<file path="config.mk">
export PLATFORM = sky130hd
export DESIGN_NAME = oled_spi_arbiter
export DESIGN_NICKNAME = d
export VERILOG_FILES = /design/src/rtl/oled_spi_arbiter.sv
export SDC_FILE = /design/constraint.sdc
export NUM_CORES = 1
export LEC_CHECK = 0
export BUFFER_PORTS_ARGS = -buffer_cell sky130_fd_sc_hd__buf_2
export CAP_MARGIN = 25
export CORE_MARGIN = 5
export CORE_UTILIZATION = 52
export DETAILED_ROUTE_END_ITERATION = 8
export MAX_ROUTING_LAYER = met4
export PLACE_DENSITY = 0.87
export REMOVE_ABC_BUFFERS = 1
export SETUP_SLACK_MARGIN = 0.1
export SKIP_CTS_REPAIR_TIMING = 1
export SKIP_LAST_GASP = 1
export SYNTH_ARGS = -nofsm -noshare
export SYNTH_HDL_FRONTEND = slang
export SYNTH_SLANG_ARGS = --single-unit
</file>
<file path="constraint.sdc">
create_clock -name sclk -period 2.45 [get_ports sclk]
set_input_delay 0.49 -clock sclk [delete_from_list [all_inputs] [get_ports sclk]]
set_output_delay 0.49 -clock sclk [all_outputs]
set_load 0.1 [all_outputs]
</file>
<file path="src/rtl/oled_spi_arbiter.sv">
// Round-robin, burst-granular arbiter that feeds one SPI master from NREQ byte streams.
// The grant is held from the first byte of a burst to its last byte, or until an idle timeout releases it.
module oled_spi_arbiter #(
    parameter int NREQ        = 2,
    parameter int DATA_W      = 8,
    parameter int TIMEOUT_CYC = 1024
) (
    input  logic                     sclk,
    input  logic                     reset,
    input  logic [NREQ-1:0]          req_valid,
    input  logic [NREQ*DATA_W-1:0]   req_data,
    input  logic [NREQ-1:0]          req_dc,
    input  logic [NREQ-1:0]          req_last,
    output logic [NREQ-1:0]          req_ready,
    output logic [NREQ-1:0]          grant,
    output logic                     spi_start,
    output logic [DATA_W-1:0]        spi_data,
    output logic                     spi_dc,
    input  logic                     spi_busy,
    input  logic                     spi_done,
    output logic                     timeout_err
);

    localparam int IDX_W = $clog2(NREQ);
    localparam int CNT_W = $clog2(TIMEOUT_CYC);

    typedef enum logic [1:0] {
        S_IDLE,
        S_OWN,
        S_XFER
    } state_t;

    state_t              r_state;
    logic [NREQ-1:0]     r_grant;
    logic [IDX_W-1:0]    r_owner;
    logic [IDX_W-1:0]    r_rr;
    logic [CNT_W-1:0]    r_cnt;
    logic                r_last;
    logic                r_spi_start;
    logic [DATA_W-1:0]   r_spi_data;
    logic                r_spi_dc;
    logic                r_timeout_err;

    logic                w_found;
    logic [IDX_W-1:0]    w_win;
    logic                w_sel_valid;
    logic [DATA_W-1:0]   w_sel_data;
    logic                w_sel_dc;
    logic                w_sel_last;
    logic                w_accept;
    logic                w_own_open;

    // Search starts one past the previous owner so every requester gets a turn.
    always_comb begin
        w_found = 1'b0;
        w_win   = '0;
        for (int k = 1; k <= NREQ; k++) begin
            if (!w_found && req_valid[(int'(r_rr) + k) % NREQ]) begin
                w_found = 1'b1;
                w_win   = IDX_W'((int'(r_rr) + k) % NREQ);
            end
        end
    end

    assign w_sel_valid = req_valid[r_owner];
    assign w_sel_data  = req_data[int'(r_owner) * DATA_W +: DATA_W];
    assign w_sel_dc    = req_dc[r_owner];
    assign w_sel_last  = req_last[r_owner];
    assign w_own_open  = (r_state == S_OWN) && !spi_busy;
    assign w_accept    = w_own_open && w_sel_valid;

    for (genvar gi = 0; gi < NREQ; gi++) begin : g_ready
        assign req_ready[gi] = w_own_open && (r_owner == IDX_W'(gi));
    end

    always_ff @(posedge sclk or posedge reset) begin
        if (reset) begin
            r_state       <= S_IDLE;
            r_grant       <= '0;
            r_owner       <= '0;
            r_rr          <= IDX_W'(NREQ - 1);
            r_cnt         <= '0;
            r_last        <= 1'b0;
            r_spi_start   <= 1'b0;
            r_spi_data    <= '0;
            r_spi_dc      <= 1'b0;
            r_timeout_err <= 1'b0;
        end else begin
            r_spi_start   <= 1'b0;
            r_timeout_err <= 1'b0;
            case (r_state)
                S_IDLE: begin
                    if (w_found) begin
                        r_grant <= {{(NREQ-1){1'b0}}, 1'b1} << w_win;
                        r_owner <= w_win;
                        r_cnt   <= '0;
                        r_state <= S_OWN;
                    end else begin
                        r_grant <= '0;
                    end
                end
                S_OWN: begin
                    if (w_accept) begin
                        r_last      <= w_sel_last;
                        r_spi_data  <= w_sel_data;
                        r_spi_dc    <= w_sel_dc;
                        r_spi_start <= 1'b1;
                        r_state     <= S_XFER;
                    end else if (r_cnt == CNT_W'(TIMEOUT_CYC - 1)) begin
                        // Stalled owner: drop the burst so others are not locked out.
                        r_grant       <= '0;
                        r_timeout_err <= 1'b1;
                        r_rr          <= r_owner;
                        r_state       <= S_IDLE;
                    end else begin
                        r_cnt <= r_cnt + 1'b1;
                    end
                end
                S_XFER: begin
                    if (spi_done) begin
                        if (r_last) begin
                            r_grant <= '0;
                            r_rr    <= r_owner;
                            r_state <= S_IDLE;
                        end else begin
                            r_cnt   <= '0;
                            r_state <= S_OWN;
                        end
                    end
                end
                default: r_state <= S_IDLE;
            endcase
        end
    end

    assign grant       = r_grant;
    assign spi_start   = r_spi_start;
    assign spi_data    = r_spi_data;
    assign spi_dc      = r_spi_dc;
    assign timeout_err = r_timeout_err;

endmodule

</file>
**Yosys cells after proc, flatten, opt, wreduce, memory -nomap -nowiden**

Cells that the tools add are included.

- Register bits: 28
- Bits of input ports: 26
- Output and inout port bits: 15

- Add/sub/neg operators: 3
- Equality and inequality tests: 11
- Shift operators: 2
- Reductions and logical operators: 16
- $lt $le $gt $ge: 3
- Muxes and demuxes: 43
- Bitwise operators: 3

Operator list:

| cell | number |
|---|---|
| 10-bit two-way mux | 5 |
| 10-bit case mux with 3 select lines | 1 |
| 1-bit two-way mux | 26 |
| 2-bit two-way mux | 8 |
| 16-bit by 5-bit variable part select with 8-bit output | 1 |
| 2-bit != test, second input constant | 6 |
| 2-bit case mux with 3 select lines | 2 |
| 10-bit by 1-bit adder with 10-bit output, second input constant | 1 |
| 10-bit equality test, second input constant | 1 |
| 5-bit AND reduction | 2 |
| 2-bit by 3-bit < comparator with 1-bit output, second input constant | 2 |
| 6-bit AND reduction | 1 |
| 1-bit logical AND | 5 |
| 2-bit AND reduction | 2 |
| 3-bit by 2-bit != test with 1-bit output, second input constant | 1 |
| 3-bit AND reduction | 1 |
| 3-bit nonzero test | 1 |
| 1-bit adder, second input constant | 2 |
| 1-bit AND, first input constant | 2 |
| 2-bit by 1-bit equality test with 1-bit output, second input constant | 1 |
| 2-bit equality test, second input constant | 1 |
| 1-bit logical NOT | 2 |
| 2-bit logical NOT | 1 |
| 1-bit by 2-bit < comparator with 1-bit output, second input constant | 1 |
| 5 further kinds | 5 |

**Logic depth before layout (Yosys ltp)**

- Depth in word-level cells: 12
- Depth in mapped cells: 7
- Gate-level depth less buffers: 6

**Least setup slack after synthesis**

No wires, ideal clock.

- Kind: reg2out
- Start point: reg r_state[1]
- End point: out req_ready[0]
- Setup slack: -131 ps
- Data required time: 1,960 ps
- Cell stages (with the launch flop): 5
- Arrival: 2,091 ps
- Cell sequence: dfrtp_1 inv_1 ha_1 nand2b_1 nor2_1

- Longest elaborated chain between the ends: 3

RTL lines:

| item | line | text |
|---|---|---|
| from (decl) | 33 | `state_t r_state;` |
| from (signal assigned) | 78 | `r_state <= S_IDLE;` |
| from (signal assigned) | 97 | `r_state <= S_OWN;` |
| from (signal assigned) | 108 | `r_state <= S_XFER;` |
| 2-bit by 1-bit equality test with 1-bit output | 69 | `assign w_own_open = (r_state == S_OWN) && !spi_busy;` |
| 1-bit logical AND | 69 |  |
| 1-bit logical AND | 73 | `assign req_ready[gi] = w_own_open && (r_owner == IDX_W'(gi));` |
| to (decl) | 14 | `output logic [NREQ-1:0] req_ready,` |

No other way between the ends.

**Final worst setup path**

- Start point: reg r_state[1]
- End point: out req_ready[1]

The elaborated chain is that of the path after synthesis.

==> out/qor.json <==
{
  "maxCapViolCount": {"value": 0},
  "timing.final.hold_violations": {"value": 0},
  "grt_antenna_before_repair": {"value": 0},
  "initial_core_util": {"value": 0.542},
  "holdCritPathClass": {"value": "in -> async"},
  "reg2reg_setup_slack": {"value": 470, "unit": "ps"},
  "post-route-drc-count": {"value": 0},
  "grt_start_max_net_pins": {"value": 29},
  "irDropWorstVdd": {"value": 0.970, "unit": "mV"},
  "dr.pass1.iters": {"value": 4},
  "critPathTopFamily": {"value": "simple AND/OR/NAND/NOR gates"},
  "unrepaired_setup_endpoints_after_global_routing": {"value": "false"},
  "die-width": {"value": 66.2, "unit": "um"},
  "power.sequential.fraction": {"value": 0.266},
  "rows": {"value": 20},
  "synthDistinctLibCells": {"value": 45},
  "drtIter0Drc": {"value": 144},
  "layout.cells.most_common": {"value": "buf_2"},
  "min_period_over_period": {"value": 0.912},
  "via_per_inst": {"value": 5.77},
  "globalplace.congestion": {"value": 0.920},
  "yosys_warnings": {"value": 0},
  "cts.htree.levels": {"value": 1},
  "leakage": {"value": 0.919, "unit": "nW"},
  "worstSetupEndpointType": {"value": "primary output"},
  "critPathKind": {"value": "reg -> out"},
  "worst_r2r_path_depth": {"value": 7},
  "synthFlopType": {"value": "dfrtp_1"},
  "worstMarginPinSlew": {"value": 579, "unit": "ps"},
  "vias": {"value": 1465},
  "worst_clock_skew": {"value": 5.53, "unit": "ps"},
  "power.share.switching": {"value": 0.569},
  "avgRoutedWirePerCell": {"value": 15.3, "unit": "um"},
  "edff_count_synth": {"value": 0},
  "die_area": {"value": 4380, "unit": "um2"},
  "power.share.combinational": {"value": 0.650},
  "status": {"value": "finished, final reports clean"},
  "synth_area": {"value": 1640, "unit": "um2"},
  "launching_point_of_the_worst_reg2reg_path": {"value": "r_state[1]$_DFFE_PP0P_"},
  "totalWireLength": {"value": 3900, "unit": "um"},
  "cp-startpoint": {"value": "r_state[1]$_DFFE_PP0P_"},
  "slew_viol_final": {"value": 0},
  "most-common-layout-cells": {"value": "buf_2, dfrtp_1, nor2_1, a21oi_1, mux2i_1"},
  "slowest_delay": {"value": 440, "unit": "ps"},
  "grt_pass1_wl": {"value": 6510, "unit": "um"},
  "yosysTopAreaCellShare": {"value": 0.412},
  "layout.filler_cells": {"value": 254},
  "syn_to_final_growth": {"value": 19.1, "unit": "%"},
  "clock_insertion_delay_worst_skew": {"value": 340, "unit": "ps"},
  "cp_max_fo": {"value": 4},
  "cts_tree": {"value": "built"},
  "synth.ff_latch_count": {"value": 28},
  "drt.antenna.violating_nets": {"value": 0},
  "grt_pass1_vias": {"value": 1485},
  "synth_seq_area_share": {"value": 0.428},
  "timing.slew.headroom": {"value": 0.611},
  "drive_above_1_share": {"value": 0.295},
  "crit_arrival": {"value": 1740, "unit": "ps"},
  "die_height": {"value": 66.2, "unit": "um"},
  "setup_tns": {"value": 0, "unit": "ps"},
  "clock-root-buffer": {"value": "clkbuf_4"},
  "grt_usage": {"value": 0.199},
  "postSynthAreaPerCell": {"value": 9.82, "unit": "um2"},
  "io_buffer_count": {"value": 40},
  "post_synth_inst_count": {"value": 167},
  "synth_top_area_cell": {"value": "dfrtp_1"},
  "cell_internal_pwr": {"value": 0.00118, "unit": "W"},
  "num_antenna_cells": {"value": 0},
  "tritoncts.num_buffers": {"value": 3},
  "post-route-min-period": {"value": 2230, "unit": "ps"},
  "critical_path.n_buffers_inverters": {"value": 2},
  "share_clk_of_total_power": {"value": 0.083},
  "final-setup-viol-count": {"value": 0},
  "io-pin-count": {"value": 41},
  "slowest_stage": {"value": "dfrtp_1"},
  "cts.path.max_buffers": {"value": 2},
  "destination_of_the_critical_timing_path": {"value": "req_ready[1]"},
  "timing.critical_path.from_type": {"value": "flop"},
  "asyncSetResetFlopFracSynth": {"value": 1.00},
  "cp_cell_sequence": {"value": "inv_1 -> ha_1 -> nor2b_2 -> and2_1 -> buf_12"},
  "post-dp-hpwl": {"value": 2910, "unit": "um"},
  "timing.fmax": {"value": 448, "unit": "MHz"},
  "netSwitchingPower": {"value": 0.00156, "unit": "W"},
  "grt_overflow_total": {"value": 0},
  "finish.net_count": {"value": 242},
  "power_density": {"value": 1400, "unit": "nW/um2"},
  "cp.depth": {"value": 5},
  "required": {"value": 1960, "unit": "ps"},
  "netlist_top_cells_area": {"value": "dfrtp_1, mux2i_1, a21oi_1"},
  "clk_pin_slew_worst_paths": {"value": 150, "unit": "ps"},
  "endpoint_of_the_worst_slack_reg_to_reg_timing_path": {"value": "r_rr$_DFFE_PP1P_"},
  "core-area": {"value": 3030, "unit": "um2"},
  "report.power.total": {"value": 0.00274, "unit": "W"},
  "clock_sink_count": {"value": 28}
}
==> cell type report <==
class / instances / area (um2) / share of cell area
timing repair buffer: 45 / 253 / 0.129
multi-input combinational: 127 / 885 / 0.453
tap: 44 / 55.1 / 0.0282
inverter: 6 / 22.5 / 0.0115
sequential: 28 / 702 / 0.359
clock buffer: 4 / 36.3 / 0.0186
==> cell usage after synthesis (3+ instances only) <==
cell     instances
nor2b_1          5
a21oi_1         15
o31ai_1          4
o21ai_1          6
nand2_1          8
ha_1             5
dfrtp_1         27
a31oi_1          4
nor3_1           4
and3_1           5
mux2_1           4
inv_1            6
mux2i_1         12
buf_2            3
nand3_1          4
o21ai_0          3
nor2_1          17
==> routing by layer <==
metal | track usage | up-vias | wire (um) | part of all wire
met5 | - | - | 0 | 0
met4 | 0.0685 | 0 | 55 | 0.014
met3 | 0.0238 | 5 | 266 | 0.068
met2 | 0.342 | 62 | 1910 | 0.49
met1 | 0.240 | 699 | 1670 | 0.43
li1 | - | 699 | - | -
==> kinds of logic (layout without fill, tap and decap cells) <==
kind of cell	after synthesis	in the layout	synth area share
AOI/OAI and AO/OA	44	44	0.185
adders and majority gates	5	5	0.0381
DFF	28	28	0.428
muxes	17	17	0.110
buffers and inverters	12	55	0.0343
and+or+nand+nor	61	61	0.204
==> stage by stage <==
| stage | area (um2) | utilization | cells | worst slack, ps | hold slack, ps |
|---|---|---|---|---|---|
| 2_1_floorplan | 1610 | - | 161 | -293 | 493 |
| 3_3_place_gp | 1910 | 0.632 | 250 | 588 | 479 |
| 3_5_place_dp | 1910 | 0.632 | 250 | 509 | 478 |
| 4_1_cts | 1950 | 0.644 | 254 | 95.0 | 180 |
| 5_1_grt | 1950 | 0.645 | 254 | 132 | 216 |
| 6_report | 1950 | 0.645 | 254 | 216 | 180 |
==> worst min path at each step <==
| stage | to | from | slack, ps |
|---|---|---|---|
| 3_5_place_dp | grant[1]$_DFFE_PP0P_ | grant[1]$_DFFE_PP0P_ | 480 |
| 3_3_place_gp | grant[0]$_DFFE_PP0P_ | grant[0]$_DFFE_PP0P_ | 480 |
| 5_1_grt | r_cnt[2]$_DFFE_PP0P_ | reset | 220 |
| 4_1_cts | r_cnt[2]$_DFFE_PP0P_ | reset | 180 |
| 6_report | r_cnt[2]$_DFFE_PP0P_ | reset | 180 |
| 2_1_floorplan | r_cnt[0]$_DFFE_PP0P_ | r_cnt[0]$_DFFE_PP0P_ | 490 |
==> power groups by stage <==
stage / registers, W / logic [W] / clock network [W]
after floorplan: 0.00139 / 0.000726 / 0
after global placement: 0.000723 / 0.00173 / 0
after detailed placement: 0.000733 / 0.00177 / 0
after CTS: 0.000727 / 0.00178 / 0.000238
after global routing: 0.000745 / 0.00187 / 0.000254
final: 0.000730 / 0.00178 / 0.000229
==> registers in the layout, indices dropped and copies added, names as in the netlist <==
| name | flops |
|---|---|
| spi_dc | 1 |
| r_rr | 1 |
| spi_start | 1 |
| r_last | 1 |
| grant | 2 |
| timeout_err | 1 |
| r_cnt | 10 |
| r_state | 2 |
| spi_data | 8 |
| r_owner | 1 |
==> worst min-delay path, delay by kind of cell <==
family   cells  cell delay, ps
buf+inv      3             450
Power figures use the tool's default switching activity.
